### src/rtl/ms_latch_sequencer_pkg.sv
// Shared definitions for the master/slave latch sequencer: one-hot state encoding,
// default phase lengths and the phase-counter sizing helper.
package ms_latch_sequencer_pkg;

  typedef enum logic [5:0] {
    StIdle  = 6'b000001,
    StMOpen = 6'b000010,
    StGap1  = 6'b000100,
    StSOpen = 6'b001000,
    StGap2  = 6'b010000,
    StDone  = 6'b100000
  } state_e;

  localparam int unsigned DefWidth      = 2;
  localparam int unsigned DefOpenCycles = 2;
  localparam int unsigned DefGapCycles  = 1;

  // Counter must hold values up to the longest phase length.
  function automatic int unsigned phase_cnt_width(input int unsigned open_cycles,
                                                  input int unsigned gap_cycles);
    int unsigned longest;
    longest = (open_cycles > gap_cycles) ? open_cycles : gap_cycles;
    return (longest < 1) ? 1 : $clog2(longest + 1);
  endfunction

endpackage

### src/rtl/ms_latch_pair.sv
// One master/slave D-latch slice. Each stage is a register with a transparent
// bypass while its enable is high, so the output follows like a real latch.
module ms_latch_pair (
  input  logic clk,
  input  logic rst,
  input  logic d,
  input  logic men,
  input  logic sen,
  output logic q
);

  logic master_q;
  logic slave_q;
  logic master_out;

  assign master_out = men ? d : master_q;
  assign q          = sen ? master_out : slave_q;

  always_ff @(posedge clk or posedge rst) begin
    if (rst) begin
      master_q <= 1'b0;
      slave_q  <= 1'b0;
    end else begin
      if (men) master_q <= d;
      if (sen) slave_q  <= master_out;
    end
  end

endmodule

### src/rtl/ms_latch_sequencer.sv
// Two-phase sequencer: accepts a write on a 4-phase req/ack handshake and drives
// non-overlapping master/slave enables over a bank of latch pairs.
module ms_latch_sequencer
  import ms_latch_sequencer_pkg::*;
#(
  parameter int unsigned WIDTH       = DefWidth,
  parameter int unsigned OPEN_CYCLES = DefOpenCycles,
  parameter int unsigned GAP_CYCLES  = DefGapCycles
) (
  input  logic             input_clock1_clk_1,
  input  logic             input_reset1_rst_2,
  input  logic             input_write_req_3,
  input  logic [WIDTH-1:0] input_data_d_4,
  output logic             output_ack_5,
  output logic             output_busy_6,
  output logic             output_master_en_7,
  output logic             output_slave_en_8,
  output logic [WIDTH-1:0] output_led_q_9
);

  localparam int unsigned CntW = phase_cnt_width(OPEN_CYCLES, GAP_CYCLES);
  localparam logic [CntW-1:0] OpenLast = CntW'(OPEN_CYCLES - 1);
  localparam logic [CntW-1:0] GapLast  = CntW'(GAP_CYCLES - 1);

  if (WIDTH < 1) begin : g_width_chk
    $error("ms_latch_sequencer: WIDTH must be at least 1");
  end
  if (OPEN_CYCLES < 1) begin : g_open_chk
    $error("ms_latch_sequencer: OPEN_CYCLES must be at least 1");
  end
  if (GAP_CYCLES < 1) begin : g_gap_chk
    $error("ms_latch_sequencer: GAP_CYCLES must be at least 1");
  end

  state_e            state_q, state_d;
  logic [CntW-1:0]   cnt_q, cnt_d;
  logic [WIDTH-1:0]  hold_q;
  logic              master_en;
  logic              slave_en;

  always_comb begin
    state_d = state_q;
    cnt_d   = cnt_q + CntW'(1);
    unique case (state_q)
      StIdle:  if (input_write_req_3) state_d = StMOpen;
      StMOpen: if (cnt_q == OpenLast) state_d = StGap1;
      StGap1:  if (cnt_q == GapLast)  state_d = StSOpen;
      StSOpen: if (cnt_q == OpenLast) state_d = StGap2;
      StGap2:  if (cnt_q == GapLast)  state_d = StDone;
      StDone:  if (!input_write_req_3) state_d = StIdle;
      default: state_d = StIdle;
    endcase
    // Counter only runs inside timed phases and restarts on every transition.
    if (state_d != state_q || state_q == StIdle || state_q == StDone) cnt_d = '0;
  end

  always_ff @(posedge input_clock1_clk_1 or posedge input_reset1_rst_2) begin
    if (input_reset1_rst_2) begin
      state_q <= StIdle;
      cnt_q   <= '0;
      hold_q  <= '0;
    end else begin
      state_q <= state_d;
      cnt_q   <= cnt_d;
      if (state_q == StIdle && input_write_req_3) hold_q <= input_data_d_4;
    end
  end

  assign master_en          = (state_q == StMOpen);
  assign slave_en           = (state_q == StSOpen);
  assign output_master_en_7 = master_en;
  assign output_slave_en_8  = slave_en;
  assign output_busy_6      = (state_q != StIdle);
  assign output_ack_5       = (state_q == StDone);

  for (genvar i = 0; i < WIDTH; i++) begin : g_bit
    ms_latch_pair u_pair (
      .clk (input_clock1_clk_1),
      .rst (input_reset1_rst_2),
      .d   (hold_q[i]),
      .men (master_en),
      .sen (slave_en),
      .q   (output_led_q_9[i])
    );
  end

endmodule

### config.mk
export PLATFORM = sky130hd
export DESIGN_NAME = ms_latch_sequencer
export DESIGN_NICKNAME = d
export VERILOG_FILES = /design/src/rtl/ms_latch_sequencer_pkg.sv /design/src/rtl/ms_latch_pair.sv /design/src/rtl/ms_latch_sequencer.sv
export SDC_FILE = /design/constraint.sdc
export NUM_CORES = 1
export LEC_CHECK = 0
export ABC_CLOCK_PERIOD_IN_PS = 1850
export CAP_MARGIN = 20
export CELL_PAD_IN_SITES_DETAIL_PLACEMENT = 1
export CELL_PAD_IN_SITES_GLOBAL_PLACEMENT = 1
export CORE_ASPECT_RATIO = 1.1
export CORE_MARGIN = 5
export CORE_UTILIZATION = 37
export DETAILED_ROUTE_END_ITERATION = 16
export GPL_TIMING_DRIVEN = 0
export PLACE_DENSITY_LB_ADDON = 0.12
export SLEW_MARGIN = 15
export SYNTH_ARGS = -nofsm -noshare
export SYNTH_HDL_FRONTEND = slang
export SYNTH_SLANG_ARGS = --single-unit
### constraint.sdc
create_clock -name input_clock1_clk_1 -period 1.85 [get_ports input_clock1_clk_1]
set_input_delay 0.37 -clock input_clock1_clk_1 [delete_from_list [all_inputs] [get_ports input_clock1_clk_1]]
set_output_delay 0.37 -clock input_clock1_clk_1 [all_outputs]
set_load 0.01 [all_outputs]
==> reports/metrics.cfg, run 1 <==
[critical_path]
critPathSlowestCell=dfrtp_1
path_cells=clkbuf_8 -> nor3_4 -> nand3_2 -> buf_6 -> mux2_4 -> mux2_4 -> buf_6
critical_path.startpoint=state_q[5]$_DFF_PP0_
arrival_ps=1980
path_buf_inv=3
cp_max_fo=3
worst_ep_required_time_ps=1480
end_kind=output pin
worstSetupPathType=flip-flop to output pin
cpPeakStageDelay_ps=410
r2r_start=state_q[5]$_DFF_PP0_
crit_family=multiplexers
start_kind=flip-flop

[yosys]
ys_warn_count=0
yosysTopAreaCell=dfrtp_1
synth.distinct_cells=29
synth_edf_count=0
synthesis.area_sq_um=865
synthTopCellsByArea=dfrtp_1 38%, mux2_2 7.8%, clkbuf_8 4.8%
avgSynthCellArea_sq_um=9.82
synth_seq_area_share=0.407
synth_nets=95
async_reset_ff_frac=1.00
yosysTopAreaCellShare=0.376
synth_cells=88
synth-main-ff-cell=dfrtp_1
ys_ff_latch=14

[clock_network]
clock_sinks=14
worstSkewPairLatency_ps=280
h-tree-depth=1
ctsHoldBuffers=0
clk_pin_slew_ps=90
cts_tree=yes
cts_buffers=3
ctsRootBufferMaster=clkbuf_4
cts.path.max_buffers=2

[placement]
dp_cells=128
dp_hpwl_mm=1.45
preCtsSetupSlack_ps=-697
place.gp.congestion=0.775
io_buffers=10

[finish]
drive_above_1_share=0.524
layoutNonFillerInstCount=154
n_fill_cell=245
finish.net_count=132
fin_util=0.594
diodes=0
area_growth_pct=54.7

[timing]
setup_viol=7
fin_ws_ps=-502
fin_crit_ps=2350
drv_slew=0
timing_hold_violations_final=0
relSlewSlack=0.635
worst_pin_slew_ps=547
fmax_mhz=425
rsz0062_at_grt=yes
clock_skew_ps=7.46
whs_ps=422
min_period_over_period=1.27

[route]
drt_first_pass_iters=4
ant_nets=0
drt_wl_total_mm=2.49
drc=0
via_count=819
avgRoutedWirePerCell_um=16.2
via_per_inst=5.32
drtIter0Drc=19

[global_routing]
grt_max_degree=15
grt_pass1_vias=807
grt_pass1_wl_mm=3.95
grt-ovfl-total=0
grt_use_total=0.154
grt_antenna_before_repair=0

[die]
die_w_um=56.1
die-area_sq_um=3400
ios=11
initial_utilization=0.384
die_h_um=60.7
core_sq_um=2250
rows=18

[pwr]
p_leak_uw=0.000596
ir_drop_mv=0.670
powerDensity_nw_per_um2=1190
totalPowerFinal_uw=1600

[run_status]
violations=setup timing
status=complete, but fails checks

[flow_run]
maxCapViolCount=0

[min_path]
hold_class=input port to asynchronous set/reset pin

-- what timing repair did --
| item | in CTS | in global routing |
|---|---|---|
| pin swaps | 8 | 7 |
| setup endpoints to repair | 10 | 8 |
| resized for setup | 51 | 10 |
| setup buffers | 18 | 8 |
-- power breakdown --
group          leakage [uW]  internal (uW)  switching (uW)
clock network     0.0000210            120             102
logic              0.000395            511             423
registers          0.000180            398            42.5
-- final cells by class --
type,instances,area [sq um],share of cell area
multi-input cells,59,493,0.369
flip-flops and latches,14,353,0.264
repair buffers,34,313,0.234
plain buffers,6,78.8,0.0589
well taps,30,37.5,0.0281
clock buffers,4,36.3,0.0271
inverters,7,26.3,0.0196
-- cells by family (layout without fill, tap and decap cells) --
| family | after synthesis | in the layout | share of synthesized area |
|---|---|---|---|
| buffers and inverters | 15 | 51 | 0.130 |
| AND/OR/NAND/NOR | 32 | 32 | 0.213 |
| flip-flops | 14 | 14 | 0.407 |
| adder cells (fa/ha/maj) | 2 | 2 | 0.0289 |
| XOR/XNOR | 1 | 1 | 0.0101 |
| AO/OA/AOI/OAI | 18 | 18 | 0.133 |
| multiplexers | 6 | 6 | 0.0781 |
-- Yosys cell counts, types with 2 or more instances --
library cell  number
dfrtp_1           13
nor2_1             9
inv_1              7
mux2_2             6
o21ai_0            6
nor3_1             5
nand2_1            4
nor3b_1            4
a21oi_1            3
buf_4              3
clkbuf_8           3
nand3_1            3
a31oi_1            2
buf_6              2
ha_1               2
nor4b_1            2
or4_4              2
-- through the flow --
step                cell area [sq um]  setup TNS [ps]
floorplan                         877            -215
global placement                 1010           -2500
detailed placement               1010           -2800
CTS                              1240           -1490
global route                     1340           -2200
finish                           1340           -1520
-- worst paths after layout --
check	to	slack (ps)	cells past startpoint
max	output_led_q_9[1]	-500	7
min	state_q[5]$_DFF_PP0_	420	2
max reg2reg	cnt_q[1]$_DFF_PP0_	-120	6
min reg2reg	cnt_q[0]$_DFF_PP0_	490	1
max in group asynchronous	state_q[4]$_DFF_PP0_	1040	2
min in group input_clock1_clk_1	cnt_q[0]$_DFF_PP0_	490	1
-- cell usage in the layout, fill, tap and decap left out, types with 2 or more instances in the layout --
cell / synthesis / final
buf_6: 2 / 16
buf_4: 3 / 14
dfrtp_1: 13 / 12
nor2_1: 9 / 7
inv_1: 7 / 6
clkbuf_8: 3 / 4
nand2_1: 4 / 4
o21ai_0: 6 / 4
clkdlybuf4s50_1: 0 / 4
nor3_4: 0 / 3
mux2_2: 6 / 3
a21oi_1: 3 / 3
nor3b_1: 4 / 3
mux2_4: 0 / 3
clkbuf_4: 0 / 3
nand3_2: 0 / 2
or4_4: 2 / 2
a31oi_1: 2 / 2
o21ai_1: 0 / 2
nor4b_1: 2 / 2
ha_1: 2 / 2
buf_2: 0 / 2
-- layer usage --
| layer | GRT usage | part of all wire | up-vias |
|---|---|---|---|
| met5 | 0 | 0 | - |
| met4 | 0.0407 | 0.017 | 0 |
| met3 | 0.0340 | 0.023 | 6 |
| met2 | 0.285 | 0.55 | 16 |
| met1 | 0.183 | 0.41 | 410 |
| li1 | - | - | 387 |
-- state kept, by name, indices dropped and copies added (netlist names) --
name / flops
g_bit.u_pair.slave_q: 2
hold_q: 2
state_q: 6
g_bit.u_pair.master_q: 2
cnt_q: 2
-- worst reg2reg max path: cells and delay by family, from the launching register on --
family | cells | cell delay (ps)
simple gates | 2 | 760
compound gates | 3 | 550
flops | 1 | 410
buf+inv | 1 | 150
Power figures use the tool's default switching activity.
==> inputs of run 2 (changes only) <==
--- a/config.mk
+++ b/config.mk
@@ -9,10 +9,11 @@
 export CAP_MARGIN = 20
 export CELL_PAD_IN_SITES_DETAIL_PLACEMENT = 1
 export CELL_PAD_IN_SITES_GLOBAL_PLACEMENT = 1
-export CORE_ASPECT_RATIO = 1.1
+export CORE_ASPECT_RATIO = 1.4
 export CORE_MARGIN = 5
 export CORE_UTILIZATION = 37
 export DETAILED_ROUTE_END_ITERATION = 16
+export GPL_ROUTABILITY_DRIVEN = 1
 export GPL_TIMING_DRIVEN = 0
 export PLACE_DENSITY_LB_ADDON = 0.12
 export SLEW_MARGIN = 15
==> run 2 against run 1 <==
Effect of this change:
- the flow still finishes with violations (setup timing)
- critical path depth unchanged
- non-clock buffer count decreased by 2
- clock skew decreased by 5.8 ps
- power decreased by 1.7%
- design area decreased by 2.4%
- first-iteration DRC count decreased by 21%
- combinational power decreased by 4.2%
==> reports/metrics.cfg, run 2 (synthesized netlist as in run 1, its figures left out) <==
[clock_network]
clk_pin_slew_ps=90  ; about the same
ctsRootBufferMaster=clkbuf_4
worstSkewPairLatency_ps=280  ; about the same
cts_tree=yes
h-tree-depth=1  ; unchanged
clock_sinks=14  ; unchanged
cts_buffers=3  ; unchanged
cts.path.max_buffers=2  ; unchanged

[route]
drc=0  ; unchanged
ant_nets=0  ; unchanged
avgRoutedWirePerCell_um=18.5  ; +15%
via_per_inst=5.67  ; +6.6%
drt_first_pass_iters=4  ; unchanged
drt_wl_total_mm=2.67  ; +7.2%
via_count=816  ; -0.37%
drtIter0Drc=15  ; -4

[global_routing]
grt_max_degree=15  ; unchanged
grt-ovfl-total=0  ; unchanged
grt_use_total=0.156  ; +0.00245
grt_pass1_wl_mm=4.07  ; +3.2%
grt_pass1_vias=853  ; +5.7%
grt_antenna_before_repair=0  ; unchanged

[finish]
finish.net_count=130  ; -1.5%
diodes=0  ; unchanged
largest-register=state_q
layout_commonest_cell=buf_6
area_growth_pct=50.9
fin_util=0.593  ; -0.00128
final_cell_area_sq_um=1310  ; -2.4%
largest_reg_flops=6  ; unchanged
drive_above_1_share=0.500  ; -0.0242
final_cell_mix=14 x buf_6, 13 x buf_4, 12 x dfrtp_1

[timing]
timing_hold_violations_final=0  ; unchanged
setup_viol=7  ; unchanged
min_period_over_period=1.26  ; -0.0105
whs_ps=446  ; +23.4 ps
drv_slew=0  ; unchanged
fmax_mhz=429  ; +0.84%
clock_skew_ps=1.71  ; -5.75 ps
fin_ws_ps=-482  ; +19.5 ps
relSlewSlack=0.606  ; -0.0291
worst_pin_slew_ps=591  ; +43.5 ps
rsz0062_at_grt=yes
fin_crit_ps=2330  ; -19.5 ps

[pwr]
clkPwrFrac=0.142  ; +0.003
p_int_uw=1010  ; -1.8%
p_leak_uw=0.000586  ; -1.6%
ir_drop_mv=0.689  ; +2.7%
powerDensity_nw_per_um2=1200  ; +0.74%
p_sw_uw=559  ; -1.5%
p_seq_frac=0.287  ; +0.011
combPwrFrac=0.571  ; -0.014
netSwitchingFraction=0.356  ; +0.000636

[critical_path]
start_kind=flip-flop
cpPeakStageDelay_ps=410  ; about the same
crit_family=multiplexers
worstSetupPathType=flip-flop to output pin
worst_ep_required_time_ps=1480  ; about the same
path_buf_inv=3  ; unchanged
critPathSlowestCell=dfrtp_1
arrival_ps=1960  ; -20 ps
path_cells=clkbuf_8 -> nor3_4 -> nand3_2 -> buf_6 -> mux2_4 -> mux2_4 -> buf_6
cp_max_fo=3  ; unchanged
end_kind=output pin

[flow_run]
maxCapViolCount=0  ; unchanged

[die]
core_sq_um=2200  ; -2.2%
die_w_um=50.9  ; -9.3%
initial_utilization=0.393  ; +0.00872
rows=20  ; +2
die-area_sq_um=3420  ; +0.37%
ios=11  ; unchanged
die_h_um=67.2  ; +11%

[placement]
postPlaceCellArea_sq_um=1000  ; -0.99%
io_buffers=10  ; unchanged
preCtsSetupSlack_ps=-680  ; +16.7 ps
dp_hpwl_mm=1.46  ; +0.17%
place.gp.congestion=0.718  ; -7.3%

[min_path]
hold_class=input port to asynchronous set/reset pin

[run_status]
violations=setup timing
status=complete, but fails checks

-- run 2: area by class of cell --
class	instances	area, sq um
fillers	238	897
multi-input cells	59	474
flip-flops and latches	14	353
repair buffers	33	319
plain buffers	5	68.8
clock buffers	4	36.3
well taps	22	27.5
inverters	7	26.3
-- run 2: timing repair --
action	4_1_cts	5_1_grt
gates cloned	0	1
hold buffers	0	0
resized for setup	50	8
setup endpoints to repair	10	8
pin swaps	10	10
buffers inserted	14	9
-- run 2: final timing paths --
kind / start / to / slack, ps / cells after the start
max: state_q[5]$_DFF_PP0_ / output_led_q_9[1] / -480 / 7
min: input_reset1_rst_2 / state_q[3]$_DFF_PP0_ / 450 / 2
max reg2reg: state_q[5]$_DFF_PP0_ / cnt_q[0]$_DFF_PP0_ / -260 / 6
min reg2reg: cnt_q[0]$_DFF_PP0_ / cnt_q[0]$_DFF_PP0_ / 500 / 1
max in group asynchronous: input_reset1_rst_2 / state_q[4]$_DFF_PP0_ / 990 / 2
min in group input_clock1_clk_1: cnt_q[0]$_DFF_PP0_ / cnt_q[0]$_DFF_PP0_ / 500 / 1
-- run 2: power by group through the flow --
stage | Sequential, uW | Combinational, uW | Clock, uW
after floorplan | 429 | 417 | 0
after global placement | 437 | 561 | 0
after detailed placement | 443 | 577 | 0
after CTS | 440 | 776 | 226
after global routing | 463 | 961 | 248
final | 451 | 895 | 223
-- run 2: through the flow --
stage               power (uW)  cells  TNS, ps
global route              1670    144    -2240
finish                    1570    144    -1690
CTS                       1440    136    -1760
global placement           998    120    -2380
floorplan                  846     88     -215
detailed placement        1020    120    -2770
-- run 2: per-layer routing --
| layer | GRT usage | part of all wire |
|---|---|---|
| met1 | 0.177 | 0.39 |
| met2 | 0.297 | 0.56 |
| met3 | 0.0265 | 0.021 |
| met4 | 0.0383 | 0.033 |
| met5 | 0 | 0 |
==> RTL change 1 (config.mk and constraints of run 2) <==
Register the output `output_led_q_9`, cleared by the reset; this adds one clock of latency there. The other outputs are not delayed to match.
--- a/src/rtl/ms_latch_sequencer.sv
+++ b/src/rtl/ms_latch_sequencer.sv
@@ -21,6 +21,8 @@
   localparam int unsigned CntW = phase_cnt_width(OPEN_CYCLES, GAP_CYCLES);
   localparam logic [CntW-1:0] OpenLast = CntW'(OPEN_CYCLES - 1);
   localparam logic [CntW-1:0] GapLast  = CntW'(GAP_CYCLES - 1);
+
+  logic [WIDTH-1:0] output_led_q_9_d;
 
   if (WIDTH < 1) begin : g_width_chk
     $error("ms_latch_sequencer: WIDTH must be at least 1");
@@ -80,8 +82,16 @@
       .d   (hold_q[i]),
       .men (master_en),
       .sen (slave_en),
-      .q   (output_led_q_9[i])
+      .q   (output_led_q_9_d[i])
     );
+  end
+
+  always_ff @(posedge input_clock1_clk_1 or posedge input_reset1_rst_2) begin
+    if (input_reset1_rst_2) begin
+      output_led_q_9 <= '0;
+    end else begin
+      output_led_q_9 <= output_led_q_9_d;
+    end
   end
 
 endmodule
Formal check against the unedited RTL: not equivalent (a bounded check fails within 10 cycles, from zero or initial values and one cycle with input_reset1_rst_2 high).
==> RTL change 1 against run 2 <==
The run still ends with setup timing left. Wire length is 17% lower. Worst setup slack better by 0.30 ns. Sequential cell count unchanged. Sequential power is 4% higher. Sequential share of layout area rose by 4.1 points. Power decreased by 6.6%. Critical path depth is 3 lower. Synthesized area is 12% lower. Final cell count down 9.0%. Final area decreased by 13%. Combinational power down 14%. Largest cell class unchanged. Highest routed layer unchanged.
==> RTL change 1: results <==
group,metric,value,unit
worst_setup_path,worstPathArrival,1.66,ns
timing,worst_slew_margin_rel,64.38,%
timing,finalClockSkew,0.004755,ns
placement,placement.cell_area,889.6,um2
layout,seq_share,31.13,%
pwr,ir_drop,0.6655,mV
layout,design.seq.count,14,
placement,dp.final_hpwl,1.333,mm
yosys,synth_xor_area_share,1.148,%
global_route,grt_max_degree,15,
route,drt_iter0_drc,3,
yosys,synth_cells,81,
yosys,synth_mux_area_share,5.902,%
route,post_drt_wl_per_cell,16.93,um
route,vias,717,
pwr,p_int,0.9093,mW
global_route,gr-usage-met2,25.98,%
pwr,leakagePower,0.5318,nW
timing,worst_slack,-0.1793,ns
worst_setup_path,cp_slowest_cell,"or4_4",
layout,n_all_buffers,30,
global_route,grt_pass1_vias,798,
yosys,synth_fa_ha_area_share,3.279,%
yosys,synthTopCellsByArea,"dfrtp_1, mux2_2, nand2_1",
yosys,synth_compound_area_share,12.30,%
layout,num-multi-input-gates,53,
outcome,status,"finished, violations left",
layout,fillers,229,
layout,layout.nets,118,
timing,fin_tns_setup,-0.6130,ns
timing,whs,0.4145,ns
global_route,grt_usage,14.85,%
yosys,yosysSeqAreaShare,46.07,%
route,drt_wl_total,2.218,mm
layout,multi_input_area_share,36.96,%
yosys,synth_nets,88,
yosys,ys_async_sr_fraction,100.0,%
layout,inverters,9,
yosys,synth_commonest_cells,"dfrtp_1, nand2_1, inv_1",
worst_setup_path,reg2reg_slack,-0.11,ns
timing,final_max_slew_viol_count,0,
layout,drive_above_1_share,42.73,%
global_route,grt_util_met1,15.81,%
global_route,use_met3,2.791,%
layout,clk_share,3.190,%
placement,place.gp.congestion,0.7204,
placement,dp.cells,112,
layout,multiInputGateArea,420.4,um2
layout,buf_share,23.43,%
placement,pre_cts_slack,-0.5653,ns
die,row_count,19,
outcome,violations,"setup timing",
route,first_pass_iters,4,
timing,setup_viol,7,
global_route,grt_pass1_wl,3.553,mm
yosys,synth_cell_types,31,
worst_setup_path,max_stage_delay,0.57,ns
==> RTL change 1: final timing paths <==
kind	endpoint	start	depth (start not counted)
max	output_slave_en_8	state_q[4]	4
min	output_led_q_9[1]	input_reset1_rst_2	2
max reg2reg	cnt_q[0]	state_q[4]	7
min reg2reg	g_bit[1].u_pair.master_q	g_bit[1].u_pair.master_q	2
max in group asynchronous	state_q[4]	input_reset1_rst_2	2
min in group input_clock1_clk_1	g_bit[1].u_pair.master_q	g_bit[1].u_pair.master_q	2
==> RTL change 1: layer usage <==
metal,wire length [um],vias to the layer above
li1,-,340
met3,59,4
met1,882,359
met4,51,0
met2,1226,14
met5,0,-
==> RTL change 1: kinds of logic (layout without fill, tap and decap cells) <==
| group | Yosys count | in the layout |
|---|---|---|
| AOI/OAI and AO/OA | 15 | 15 |
| xor gates and xnor gates | 1 | 1 |
| adders and majority gates | 2 | 2 |
| buffers and inverters | 14 | 43 |
| DFF | 14 | 14 |
| muxes | 4 | 4 |
| and+or+nand+nor | 31 | 31 |
==> RTL change 1: what timing repair did <==
item	4_1_cts	5_1_grt
setup buffers	11	6
pin swaps	5	6
gates cloned	0	0
gates resized for setup	33	7
endpoints found under the setup margin	8	8
==> RTL change 1: worst max-delay path: cells and delay by family, from the launching register on <==
| family | cells | cell delay, ns |
|---|---|---|
| DFF | 1 | 0.42 |
| and+or+nand+nor | 2 | 0.69 |
| buffers and inverters | 2 | 0.27 |
==> RTL change 1: power groups by stage <==
stage	sequential, mW	combinational, mW	clock (mW)
2_1_floorplan	0.444	0.377	0
3_3_place_gp	0.456	0.514	0
3_5_place_dp	0.460	0.529	0
4_1_cts	0.465	0.715	0.232
5_1_grt	0.481	0.828	0.253
6_report	0.469	0.771	0.225
==> RTL change 2 (config.mk and constraints of run 2) <==
Without the edit above. Change the package constant `DefOpenCycles` from 2 to 1.
--- a/src/rtl/ms_latch_sequencer_pkg.sv
+++ b/src/rtl/ms_latch_sequencer_pkg.sv
@@ -12,7 +12,7 @@
   } state_e;
 
   localparam int unsigned DefWidth      = 2;
-  localparam int unsigned DefOpenCycles = 2;
+  localparam int unsigned DefOpenCycles = 1;
   localparam int unsigned DefGapCycles  = 1;
 
   // Counter must hold values up to the longest phase length.
Behaviour: not the same (a bounded check fails within 4 cycles, from zero or initial values and one cycle with input_reset1_rst_2 high).
==> RTL change 2 against run 2 <==
The run still ends with setup timing left. Sequential share of layout area grew 7.6 points. Combinational power down 38%. Final area fell by 27%. Synthesized area decreased by 22%. Power is 27% lower. Wire length decreased by 40%. Sequential power down 8.4%. Worst setup slack better by 0.29 ns. Sequential cell count is 1 lower. Critical endpoint is now output_led_q_9[0]. Largest cell class unchanged.
==> RTL change 2: results <==
group,metric,value,unit
global_route,grt_usage,14.29,%
route,drt_wl_total,1.612,mm
worst_setup_path,worstPathArrival,1.67,ns
route,first_pass_iters,2,
layout,fillers,205,
outcome,status,"finished, violations left",
worst_setup_path,cp_top_family,"flip-flops",
yosys,synthTopCellsByArea,"dfrtp_1, mux2_2, buf_6",
pwr,leakagePower,0.4488,nW
timing,fin_tns_setup,-0.5591,ns
worst_setup_path,r2r-start,"state_q[0]",
layout,design_area,950.9,um2
worst_setup_path,reg2reg_slack,0.05,ns
pwr,p_switching,0.3821,mW
outcome,violations,"setup timing",
pwr,powerComb,0.552,mW
timing,setup_viol,4,
yosys,synth_nets,68,
global_route,grt_pass1_wl,2.863,mm
placement,pre_cts_slack,-0.5685,ns
route,wl_met1,687,um
route,drt_iter0_drc,7,
timing,finalClockSkew,0.003418,ns
worst_setup_path,max_stage_delay,0.38,ns
global_route,grt_util_met1,16.88,%
route,wl_met2,862,um
pwr,ir_drop,0.8136,mV
route,post_drt_wl_per_cell,15.50,um
route,viasPerCell,5.183,
placement,place.gp.congestion,0.7168,
placement,dp.final_hpwl,993.5,um
global_route,grt_max_degree,14,
placement,placement.cell_area,795.8,um2
timing,whs,0.4157,ns
route,dr_wl_met3,35,um
timing,worst_slack,-0.1938,ns
yosys,synth_cell_types,25,
pwr,powerSeq,0.413,mW
placement,dp.cells,93,
worst_setup_path,reg2reg_depth,5,
-- RTL change 2: logic make-up (layout without fill, tap and decap cells) --
kind of cell / Yosys count / after routing / synth area share [%]
flip-flops: 13 / 13 / 48.70
buffers and inverters: 10 / 31 / 10.26
AND/OR/NAND/NOR: 23 / 23 / 19.96
AO/OA/AOI/OAI: 7 / 7 / 6.343
other: 1 / 1 / 0.5592
multiplexers: 7 / 7 / 11.57
XOR/XNOR: 2 / 2 / 2.612
-- RTL change 2: what timing repair did --
item,in CTS,in global routing
endpoints found under the setup margin,6,7
buffers inserted,8,4
pin swaps,4,2
resized for setup,39,6
-- RTL change 2: area by class of cell --
| cell class | instances | share of cell area, % |
|---|---|---|
| Sequential cell | 13 | 34.61 |
| Inverter | 4 | 1.579 |
| Buffer | 3 | 3.553 |
| Timing Repair Buffer | 20 | 19.87 |
| Multi-Input combinational cell | 40 | 35.00 |
| Clock buffer | 4 | 2.763 |
| Tap cell | 20 | 2.632 |
